File: src/rtl/wb_port_arbiter.sv
// Write-back port arbiter: one registered grant per cycle, aging-based urgency, $zero / bad-selector write suppression.
// Define WB_RR_EN for a round-robin base policy; otherwise the base policy is fixed lowest-index priority.
module wb_port_arbiter #(
    parameter int N        = 4,
    parameter int MAX_WAIT = 7
) (
    input  logic           clk,
    input  logic           reset,
    input  logic [N-1:0]   req,
    input  logic [4*N-1:0] sel_in,
    input  logic [5*N-1:0] dst_in,
    output logic [N-1:0]   grant,
    output logic [3:0]     seletor,
    output logic           RegWrite,
    output logic [4:0]     WriteReg,
    output logic           sel_err
);
    localparam int         IW         = $clog2(N);
    localparam logic [3:0] MAX_WAIT_C = 4'(MAX_WAIT);
    localparam logic [3:0] SEL_MAX_C  = 4'd10;

    function automatic logic sel_valid(input logic [3:0] code);
        return (code <= SEL_MAX_C);
    endfunction

    logic [N-1:0]      grant_q, grant_d;
    logic [3:0]        seletor_q, seletor_d;
    logic              regwrite_q, regwrite_d;
    logic [4:0]        writereg_q, writereg_d;
    logic              sel_err_q, sel_err_d;
    logic [N-1:0][3:0] wait_q, wait_d;

    logic [N-1:0]      eligible_s;
    logic [N-1:0]      urgent_s;
    logic [N-1:0]      sel_oh_s;
    logic [IW-1:0]     urg_pick_s;
    logic [IW-1:0]     base_pick_s;
    logic [IW-1:0]     sel_idx_s;
    logic              found_s;
    logic              urg_any_s;
    logic [3:0]        sel_code_s;
    logic [4:0]        dst_code_s;

    // Eligibility, urgency and the lowest-index urgent requester.
    always_comb begin
        eligible_s = req & ~grant_q;
        urgent_s   = '0;
        urg_pick_s = '0;
        for (int i = N - 1; i >= 0; i--) begin
            urgent_s[i] = eligible_s[i] && (wait_q[i] == MAX_WAIT_C);
            urg_pick_s  = urgent_s[i] ? IW'(i) : urg_pick_s;
        end
        urg_any_s = |urgent_s;
    end

`ifdef WB_RR_EN
    logic [IW-1:0] ptr_q, ptr_d, rr_idx_s;

    // Search from the pointer upward with wrap; descending loop leaves the pointer slot with top priority.
    always_comb begin
        base_pick_s = '0;
        rr_idx_s    = '0;
        for (int k = N - 1; k >= 0; k--) begin
            rr_idx_s    = IW'((int'(ptr_q) + k) % N);
            base_pick_s = eligible_s[rr_idx_s] ? rr_idx_s : base_pick_s;
        end
    end

    // Pointer moves past every granted requester, urgent or dropped grants included.
    always_comb begin
        ptr_d = ptr_q;
        if (found_s) begin
            ptr_d = (sel_idx_s == IW'(N - 1)) ? '0 : sel_idx_s + IW'(1);
        end else begin
            ptr_d = ptr_q;
        end
    end

    // Round-robin pointer register.
    always_ff @(posedge clk) begin
        if (reset) begin
            ptr_q <= '0;
        end else begin
            ptr_q <= ptr_d;
        end
    end
`else
    // Fixed priority: lowest eligible index.
    always_comb begin
        base_pick_s = '0;
        for (int i = N - 1; i >= 0; i--) begin
            base_pick_s = eligible_s[i] ? IW'(i) : base_pick_s;
        end
    end
`endif

    // Final winner and its selector / destination fields.
    always_comb begin
        found_s    = |eligible_s;
        sel_idx_s  = urg_any_s ? urg_pick_s : base_pick_s;
        sel_oh_s   = found_s ? (N'(1) << sel_idx_s) : '0;
        sel_code_s = '0;
        dst_code_s = '0;
        for (int i = 0; i < N; i++) begin
            sel_code_s = (sel_idx_s == IW'(i)) ? sel_in[4*i +: 4] : sel_code_s;
            dst_code_s = (sel_idx_s == IW'(i)) ? dst_in[5*i +: 5] : dst_code_s;
        end
    end

    // Next-state for outputs and wait counters; writes to $zero or with a bad selector are granted but dropped.
    always_comb begin
        grant_d    = sel_oh_s;
        seletor_d  = seletor_q;
        writereg_d = writereg_q;
        regwrite_d = 1'b0;
        sel_err_d  = sel_err_q;
        wait_d     = wait_q;
        if (found_s) begin
            seletor_d  = sel_code_s;
            writereg_d = dst_code_s;
            regwrite_d = (dst_code_s != 5'd0) && sel_valid(sel_code_s);
            sel_err_d  = sel_err_q | ~sel_valid(sel_code_s);
        end else begin
            regwrite_d = 1'b0;
        end
        for (int i = 0; i < N; i++) begin
            if (!req[i] || sel_oh_s[i]) begin
                wait_d[i] = 4'd0;
            end else if (eligible_s[i]) begin
                wait_d[i] = (wait_q[i] >= MAX_WAIT_C) ? MAX_WAIT_C : wait_q[i] + 4'd1;
            end else begin
                wait_d[i] = wait_q[i];
            end
        end
    end

    // State and output registers.
    always_ff @(posedge clk) begin
        if (reset) begin
            grant_q    <= '0;
            seletor_q  <= 4'd0;
            regwrite_q <= 1'b0;
            writereg_q <= 5'd0;
            sel_err_q  <= 1'b0;
            wait_q     <= '0;
        end else begin
            grant_q    <= grant_d;
            seletor_q  <= seletor_d;
            regwrite_q <= regwrite_d;
            writereg_q <= writereg_d;
            sel_err_q  <= sel_err_d;
            wait_q     <= wait_d;
        end
    end

    assign grant    = grant_q;
    assign seletor  = seletor_q;
    assign RegWrite = regwrite_q;
    assign WriteReg = writereg_q;
    assign sel_err  = sel_err_q;

endmodule
File: config.mk
export PLATFORM = sky130hd
export DESIGN_NAME = wb_port_arbiter
export DESIGN_NICKNAME = d
export VERILOG_FILES = /design/src/rtl/wb_port_arbiter.sv
export SDC_FILE = /design/constraint.sdc
export NUM_CORES = 1
export LEC_CHECK = 0
export ABC_CLOCK_PERIOD_IN_PS = 5900
export BUFFER_PORTS_ARGS = -buffer_cell sky130_fd_sc_hd__buf_2
export CAP_MARGIN = 10
export CORE_ASPECT_RATIO = 0.6
export CORE_MARGIN = 2
export CORE_UTILIZATION = 54
export DETAILED_ROUTE_END_ITERATION = 12
export PLACE_DENSITY = 0.95
export SLEW_MARGIN = 30
export SYNTH_ARGS = -nofsm -noshare
export SYNTH_HDL_FRONTEND = slang
export SYNTH_SLANG_ARGS = --single-unit
File: constraint.sdc
create_clock -name clk -period 5.9 [get_ports clk]
set_clock_uncertainty 0.1 [all_clocks]
set_input_delay 1.18 -clock clk [delete_from_list [all_inputs] [get_ports clk]]
set_output_delay 1.18 -clock clk [all_outputs]
set_load 0.01 [all_outputs]
Yosys cells after proc, flatten, opt, wreduce, memory -nomap -nowiden
Index checks and enable logic that the tools add are counted.
{"block": "op_classes", "add_sub_neg": 4, "magnitude_cmp": 5, "eq_ne": 7, "shift": 1, "mux": 22, "bitwise": 5, "n_reduce_logical": 22}
{"cell": "$mux W4", "count": 9}
{"cell": "$mux W5", "count": 4}
{"cell": "$mux W2", "count": 9}
{"cell": "$add A4 B1 Y4 const B", "count": 4}
{"cell": "$eq A4 B3 Y1 const B", "count": 4}
{"cell": "$ge A4 B3 Y1 const B", "count": 4}
{"cell": "$reduce_or A2 Y1", "count": 5}
{"cell": "$reduce_or A4 Y1", "count": 2}
{"cell": "$logic_and A1 B1 Y1", "count": 5}
{"cell": "$reduce_bool A5 Y1", "count": 1}
{"cell": "$and A4 B4 Y4", "count": 1}
{"cell": "$eq A2 B2 Y1 const B", "count": 2}
{"cell": "$le A4 B4 Y1 const B", "count": 1}
{"cell": "$logic_not A1 Y1", "count": 4}
{"cell": "$logic_or A1 B1 Y1", "count": 4}
{"cell": "$not A4 Y4", "count": 1}
{"cell": "$shl A1 B2 Y4 const A", "count": 1}
{"cell": "$eq A2 B1 Y1 const B", "count": 1}
{"cell": "$logic_not A2 Y1", "count": 1}
{"cell": "$not A1 Y1", "count": 2}
{"cell": "$or A1 B1 Y1", "count": 1}
{"block": "word_totals", "ff_bits": 31, "out_inout_bits": 15}

Longest topological paths before layout
Gate-level depths: netlist of run 1.
{"block": "depth", "word_depth": 16, "depth_mapped": 10, "mapped_depth_nobuf": 9}

Worst setup path before layout of run 1
No wires, ideal clock.
{"block": "synth_timing", "path_kind": "input port to flip-flop", "startpoint": "input port req[0]", "endpoint": "register sel_err_q (netlist: sel_err)", "setup_ns": 0.115, "arrival_ns": 2.547, "slack_ns": 3.138, "stages": 9, "cell_sequence": "nor3b_1 > a32oi_1 > o31ai_4 > buf_8 > mux2i_1 > mux2i_1 > a21oi_2 > nor2_1 > o21a_1"}
{"block": "synth_via", "elab_chain_cells": 12}
{"item": "from (decl)", "line_no": "9", "source": "input logic [N-1:0] req,"}
{"item": "$and A4 B4 Y4 (*)", "line_no": "46", "source": "eligible_s = req & ~grant_q;"}
{"item": "$logic_and A1 B1 Y1", "line_no": "50", "source": "urgent_s[i] = eligible_s[i] && (wait_q[i] == MAX_WAIT_C);"}
{"item": "$reduce_or A4 Y1 or $mux W2 (tied branches)", "line_no": "53, 51"}
{"item": "$mux W2", "line_no": "100", "source": "sel_idx_s = urg_any_s ? urg_pick_s : base_pick_s;"}
{"item": "$logic_not A2 Y1", "line_no": "105", "source": "sel_code_s = (sel_idx_s == IW'(i)) ? sel_in[4*i +: 4] : sel_code_s;"}
{"item": "$mux W4 (4 in a row)", "line_no": "105"}
{"item": "$le A4 B4 Y1", "line_no": "23", "source": "return (code <= SEL_MAX_C);"}
{"item": "$not A1 Y1", "line_no": "122", "source": "sel_err_d = sel_err_q | ~sel_valid(sel_code_s);"}
{"item": "$or A1 B1 Y1", "line_no": "122"}
{"item": "to (signal assigned)", "line_no": "151", "source": "sel_err_q <= sel_err_d;"}
{"item": "to (decl)", "line_no": "30", "source": "logic sel_err_q, sel_err_d;"}
Mark *: on every way between the ends. The rest lies on a longest branch, timed or not.
A chain may end at the register's enable or synchronous reset.

Worst setup path after layout of run 1
{"block": "layout_timing", "startpoint": "input port req[1]", "endpoint": "register regwrite_q (netlist: RegWrite)"}
{"block": "layout_via", "elab_chain_cells": 12}
{"item": "$and A4 B4 Y4 (*)", "line_no": "46"}
{"item": "$logic_and A1 B1 Y1", "line_no": "50"}
{"item": "$mux W2 (2 in a row)", "line_no": "51", "source": "urg_pick_s = urgent_s[i] ? IW'(i) : urg_pick_s;"}
{"item": "$mux W2", "line_no": "100"}
{"item": "$logic_not A2 Y1", "line_no": "105, 106"}
{"item": "$mux W4 or $mux W5 (tied branches) (4 in a row)", "line_no": "105, 106"}
{"item": "$le A4 B4 Y1 or $reduce_bool A5 Y1 (tied branches)", "line_no": "23, 121"}
{"item": "$logic_and A1 B1 Y1", "line_no": "121", "source": "regwrite_d = (dst_code_s != 5'd0) && sel_valid(sel_code_s);"}
{"item": "to (signal assigned)", "line_no": "149", "source": "regwrite_q <= regwrite_d;"}
{"item": "to (decl)", "line_no": "28", "source": "logic regwrite_q, regwrite_d;"}
Marked as above.

==> results of run 1 <==
## per-stage QoR
| stage | instances | area (um2) |
|---|---|---|
| after floorplan | 200 | 1697 |
| after global placement | 294 | 2004 |
| after detailed placement | 295 | 2016 |
| after CTS | 303 | 2116 |
| after global routing | 303 | 2116 |
| final | 303 | 2116 |
## metal layers
layer / up-vias / global-route usage [%]
li1: 848 / -
met1: 798 / 35.16
met2: 71 / 39.47
met3: 8 / 7.736
met4: 0 / 9.455
met5: - / 0
## sequential cells by signal (all words and copies together), names as in the netlist
name,flops
RegWrite,1
seletor,4
WriteReg,5
wait_q,16
grant,4
sel_err,1
## placed cells by master (no fill, tap or decap), types with 2 or more instances in the layout
cell type / n
a211oi_1: 3
a211oi_2: 2
a21oi_1: 18
a311oi_1: 4
a31oi_1: 3
and2_1: 4
and2b_1: 3
and3_1: 2
buf_2: 56
buf_4: 2
clkbuf_8: 7
dfxtp_1: 31
ha_1: 4
inv_1: 6
mux2i_1: 16
nand2_1: 35
nand2b_1: 2
nand3_1: 3
nand4_1: 3
nand4b_1: 3
nor2_1: 14
nor2b_1: 3
nor3_1: 5
nor4_1: 2
nor4b_1: 3
o21ai_0: 6
o21ai_1: 3
## area by class of cell
type | instances | area [um2] | share of cell area, %
Timing Repair Buffer | 59 | 306.5 | 14.49
Clock buffer | 8 | 100.1 | 4.731
Multi-Input combinational cell | 156 | 1010 | 47.72
Inverter | 7 | 26.28 | 1.242
Sequential cell | 31 | 620.6 | 29.33
Tap cell | 42 | 52.55 | 2.484
## worst max-delay path: stages
cell	delay [ns]
buf_2	0.11
nor3b_2	0.33
a221oi_1	0.17
a211oi_2	0.71
buf_4	0.31
mux2i_1	0.24
inv_1	0.06
o21ai_1	0.18
a21oi_1	0.06
## synthesized netlist by cell type, drive strengths merged
| cell type | instances |
|---|---|
| o21ai | 9 |
| and2b | 3 |
| mux2i | 16 |
| ha | 4 |
| o211ai | 1 |
| a31oi | 3 |
| nor2 | 14 |
| o311ai | 1 |
| o31ai | 1 |
| nor3b | 2 |
| buf | 4 |
| a211oi | 5 |
| nand4 | 3 |
| nor3 | 7 |
| a311oi | 4 |
| a221oi | 1 |
| and3 | 2 |
| clkbuf | 2 |
| inv | 7 |
| a21oi | 19 |
| mux2 | 1 |
| nor4 | 3 |
| o21a | 1 |
| nor4b | 3 |
| a32oi | 1 |
| nand4b | 3 |
| nand3 | 3 |
| nand2b | 4 |
| nor2b | 3 |
| dfxtp | 31 |
| nand2 | 35 |
| and2 | 4 |
## worst paths after layout
path | startpoint | to | slack (ns)
setup / recovery | req[1] | RegWrite | 2.63
hold / removal | WriteReg[0] | WriteReg[0] | 0.36
setup reg to reg | wait_q[12] | RegWrite | 3.14
hold reg to reg | WriteReg[0] | WriteReg[0] | 0.36
## cell families (layout without fill, tap and decap cells)
group,after synthesis,after routing
muxes,17,17
and+or+nand+nor,89,89
DFF,31,31
adders and majority gates,4,4
buffers and inverters,13,74
AOI/OAI and AO/OA,46,46
## power breakdown
group | total (mW) | switching [mW] | leakage (nW) | internal (mW)
clock network | 0.186 | 0.0799 | 0.0515 | 0.106
logic | 0.124 | 0.0706 | 0.654 | 0.0535
registers | 0.233 | 0.00905 | 0.254 | 0.224
==> metrics.md, run 1 <==
| Metric | Value |
|---|---|
| Compound-Gate Fraction of Synth Area | a little under a fifth |
| Final antenna-violating net count | 0 |
| DRT Pass-1 Iters | 4 |
| Initial antenna violation count | 0 |
| Detailed-route wire length per cell | ~15 um |
| Detailed placement HPWL | roughly 3400 um |
| Total power draw | around 540 uW |
| Status | finished, final reports clean |
| Row count | 15 |
| Final period util | between 50 and 60% |
| Post-CTS resize count | 0 |
| Worst hold-check path type | register to register |
| Port bufs | 56 |
| Layout Utilization | about 72% |
| Layout Nets | approximately 310 |
| Leak pwr | around 0.96 nW |
| Vias post-DR | between 1,500 and 2,000 |
| WL met3 | 413 um |
| Die H | around 47 um |
| Clock Latency Late Sink | between 0.2 and 0.3 ns |
| Number of DRC markers in iteration 0 | between 100 and 150 |
| M1 wire length | 1989 um |
| Xor/xnor share of the synthesized area | 0% |
| Area Overhead vs Synth | 24.71% |
| Syn Nets | between 200 and 250 |
| # diodes | 0 |
| Hold buffer count at CTS | 0 |
| Clk Tree Root Cell | clkbuf_8 |
| Share of the synthesized area in the top cell type | roughly 37% |
| Critical path arrival | about 3.4 ns |
| Synth Area in Adders | 2.950% |
| Gate Count Post-Synth | 200 |
| Worst IR Drop VDD | roughly 0.17 mV |
| Largest family of logic cells by synthesized area | simple AND/OR/NAND/NOR gates |
| Sequential area share after synthesis | about 37% |
| Largest net degree at the start of global routing | 15 |
| Highest Clock Rate | ~0.31 GHz |
| Ports | 57 |
| CTS Buf Count | 5 |
| Worst Setup Path Type | input port to register |
| Tightest Pin Transition | between 0.8 and 0.9 ns |
| RSZ-0062 raised after global routing | false |
| WHS Path Cells | 2 |
| CTS tree | yes |
| Initial Utilization | approximately 58% |
| Die Footprint | 0.003621 mm2 |
| Final setup margin | between 2 and 3 ns |
| Clock period minus final worst setup slack | about 3.3 ns |
| Met2 WL post-DR | between 1500 and 2000 um |
| Synth area leaders | dfxtp_1, mux2i_1, nand2_1, a21oi_1, nor2_1 |
| Post-CTS Repair Setup Buffers | 0 |
| Worst hold slack | between 0.3 and 0.4 ns |
| Worst-path clk slew | 0.07 ns |
| Clock buffer depth | 2 |
| #FFs+latches synth | 31 |
| Critical path peak fanout | 11 |
| Crit path launch type | input port |
| Number of global-route vias before repair | between 1,000 and 1,500 |
| Post-Syn Area | between 0.0015 and 0.002 mm2 |
| Top layer in use | met4 |
| CP Capture Type | register |
| Global-route wire length before repair | 6955 um |
| Synth area leader | dfxtp_1 |
| H-tree levels | 2 |
| Placeable Area | 0.002928 mm2 |
| Cell Pwr Density | roughly 260 mW/mm2 |
| Share of cells above drive strength 1 | between 20 and 30% |
| Overflow after GRT | 0 |
| Multiplexer area fraction after synthesis | about a tenth |
| Fill count | about 220 |
| Residual DRC count | 0 |
| Worst slew margin | between 40% and 50% |
| Setup TNS Final | 0 ns |
| Synth cell types | 44 |
| Synthesized area per cell | 8.483 um2 |
| Fin. Hold Viols | 0 |
| GRT Util Overall | approximately a quarter |
| Pre-CTS WS | about 2.3 ns |
| DRT Wirelength | 4448 um |
| Via density per instance | around 5.7 |
| Simple-gate share of the synthesized area | between 20 and 30% |
| Critical Path RT | 5.99 ns |
| Number of max-cap violations | 0 |
| Final Max Tran Viols | 0 |
| Placer Congestion | 0.8941 |
| Ys Warns | 0 |
| Worst R2R Path Depth | 10 |
| Final number of setup-violating endpoints | 0 |
| Die X | around 76 um |
| Clock Sinks | 31 |
Note: power is estimated with default switching activity, not from simulation.
==> inputs of run 2 (changes only) <==
ABC_CLOCK_PERIOD_IN_PS = 2850   (was 5900)
CORE_UTILIZATION = 45   (was 54)
PLACE_DENSITY = 0.87   (was 0.95)
clock period = 2.85 ns   (was 5.9 ns; I/O delays follow)
==> run 2 against run 1 <==
Clock power rose by 66%. Combinational power rose by 120%. Total power rose by 95%. Sequential power rose by 110%. Cell count rose by 2.3%. Core utilization fell by 14 points. Hold slack got worse by 0.00066 ns. Clock-buffer cell count fell by 2. Register-to-register slack got worse by 2.9 ns. Via count fell by 0.93%.
==> metrics.md, run 2 (synthesized netlist as in run 1, its figures left out) <==
| Metric | Value |
|---|---|
| Status | finished, final reports clean |
| Critical path arrival | ~2.6 ns |
| Layout Utilization | about three fifths |
| Critical Path RT | roughly 2.9 ns |
| CTS tree | yes |
| Worst Setup SP | wait_q[8] |
| Hold path startpoint | seletor[0] |
| Clock period minus final worst setup slack | roughly 2.6 ns |
| Number of max-cap violations | 0 |
| Vias post-DR | about 1,700 |
| Total power draw | around 1.1 mW |
| GRT Util Overall | approximately a fifth |
| Most frequent cells in the layout | buf_2, nand2_1, dfxtp_1, a21oi_1, mux2i_1 |
| Clock share of power | 29.2% |
| Most flop-heavy register | wait_q |
| Residual DRC count | 0 |
| Area Overhead vs Synth | 25.44% |
| Crit path launch type | register |
| Die H | a little over 50 um |
| Die Footprint | 0.004293 mm2 |
| Post-CTS resize count | 0 |
| Global-route wire length before repair | 7065 um |
| Worst slew margin | between 50% and 60% |
| Cell Pwr Density | roughly 500 mW/mm2 |
| Leak pwr | between 0.9 and 1 nW |
| Sequential group share of total power | roughly 46% |
| Clock Latency Late Sink | 0.28 ns |
| Worst Setup Path Type | register to register |
| Row count | 17 |
| Fill count | 330 |
| Switching power | between 300 and 400 uW |
| Critical path peak fanout | 14 |
| R2R setup slack | about 0.25 ns |
| WHS Path Cells | 2 |
| CTS Buf Count | 5 |
| Placeable Area | 0.003637 mm2 |
| Final instance area | around 0.0021 mm2 |
| DRT Wirelength | 4513 um |
| Layout Nets | between 300 and 400 |
| H-tree levels | 2 |
| Worst r2r dst | wait_q[0] |
| Largest register FFs | 16 |
| RSZ-0062 raised after global routing | false |
| Detailed-route wire length per cell | roughly 15 um |
| Clock buffer depth | 2 |
| Worst hold-check path type | register to register |
| Final antenna-violating net count | 0 |
| Area after DPL | 0.002056 mm2 |
| Hold buffer count at CTS | 0 |
| Internal | approximately 740 uW |
| Number of DRC markers in iteration 0 | about 140 |
| CP Capture Type | register |
| Via density per instance | around 5.5 |
| Worst IR Drop VDD | between 0.2 and 0.25 mV |
| Final Max Tran Viols | 0 |
| Clk Tree Root Cell | clkbuf_8 |
| Commonest non-fill, non-tap cell in the layout | buf_2 |
| Worst-path clk slew | roughly 0.06 ns |
| Number of global-route vias before repair | between 1,500 and 2,000 |
| Final period util | about nine tenths |
| Clock Sinks | 31 |
| Comb power frac | between 20% and 30% |
| Highest Clock Rate | 0.3839 GHz |
| Die X | around 83 um |
| Initial antenna violation count | 0 |
| Sw frac | between 20% and 30% |
| Worst R2R Path Depth | 8 |
| Tightest Pin Transition | roughly 0.66 ns |
| Final number of setup-violating endpoints | 0 |
| Share of cells above drive strength 1 | between 30 and 40% |
| Port bufs | 56 |
| Placer Congestion | approximately 0.84 |
| Reg2Reg Launch Point | wait_q[8] |
| Initial Utilization | between 40 and 50% |
| Post-CTS Repair Setup Buffers | 0 |
| Hold endpoint | seletor[0] |
| DRT Pass-1 Iters | 4 |
| Detailed placement HPWL | 3508 um |
| Largest net degree at the start of global routing | 21 |
| Ports | 57 |
| # diodes | 0 |
| Fin. Hold Viols | 0 |
| Overflow after GRT | 0 |
==> run 2: cell count changes in the layout (fill, tap and decap cells not counted) <==
cell,previous run,this run
clkbuf_8,7,5
buf_4,2,6
buf_8,0,1
buf_6,1,0
==> run 2: metrics by stage <==
step                      cells  setup TNS [ns]  setup slack (ns)  hold slack (ns)
after floorplan             200               0            0.6984           0.3389
after global placement      303         -0.5062           -0.1318           0.3407
after detailed placement    304               0            0.1411           0.3505
after CTS                   310               0            0.2794           0.3610
after global routing        310               0           0.09039           0.3763
final                       310               0            0.2454           0.3567
==> run 2: cell type report <==
| class | count | area [um2] | area share, % |
|---|---|---|---|
| clock buffer | 6 | 72.57 | 3.410 |
| inverter | 7 | 26.28 | 1.235 |
| multi-input combinational | 156 | 1010 | 47.44 |
| sequential | 31 | 620.6 | 29.16 |
| tap | 47 | 58.81 | 2.763 |
| timing repair buffer | 63 | 340.3 | 15.99 |
==> run 2: power by group through the flow <==
stage | Clock [mW] | Sequential, mW | Combinational, mW
after global routing | 0.335 | 0.486 | 0.290
final | 0.309 | 0.483 | 0.267
after detailed placement | 0 | 0.491 | 0.262
after global placement | 0 | 0.490 | 0.254
after floorplan | 0 | 0.499 | 0.157
after CTS | 0.314 | 0.482 | 0.263
==> run 2: routing by layer <==
metal	vias up	routed length (um)	share of wire, %	global-route usage, %
met5	-	0	0	0
met4	0	57	1.3	6.284
met1	771	2215	49	30.65
met2	80	1867	41	30.24
li1	851	-	-	-
met3	7	373	8.3	4.921
==> run 2: how the worst max path moves through the flow <==
stage          depth (start not counted)   endpoint  slack (ns)
5_1_grt                                8  wait_q[1]        0.09
6_report                               8  wait_q[0]        0.25
3_5_place_dp                           8  wait_q[0]        0.14
2_1_floorplan                          9    sel_err        0.70
4_1_cts                                8  wait_q[0]        0.28
3_3_place_gp                           7  wait_q[0]       -0.13
==> run 2: worst max-delay path, cell delays in order, from the launching register on <==
cell      delay, ns
dfxtp_1        0.34
ha_1           0.23
nand2_1        0.13
nor3_2         0.08
o31ai_4        0.54
buf_8          0.23
inv_2          0.10
o311ai_1       0.61
a311oi_1       0.10
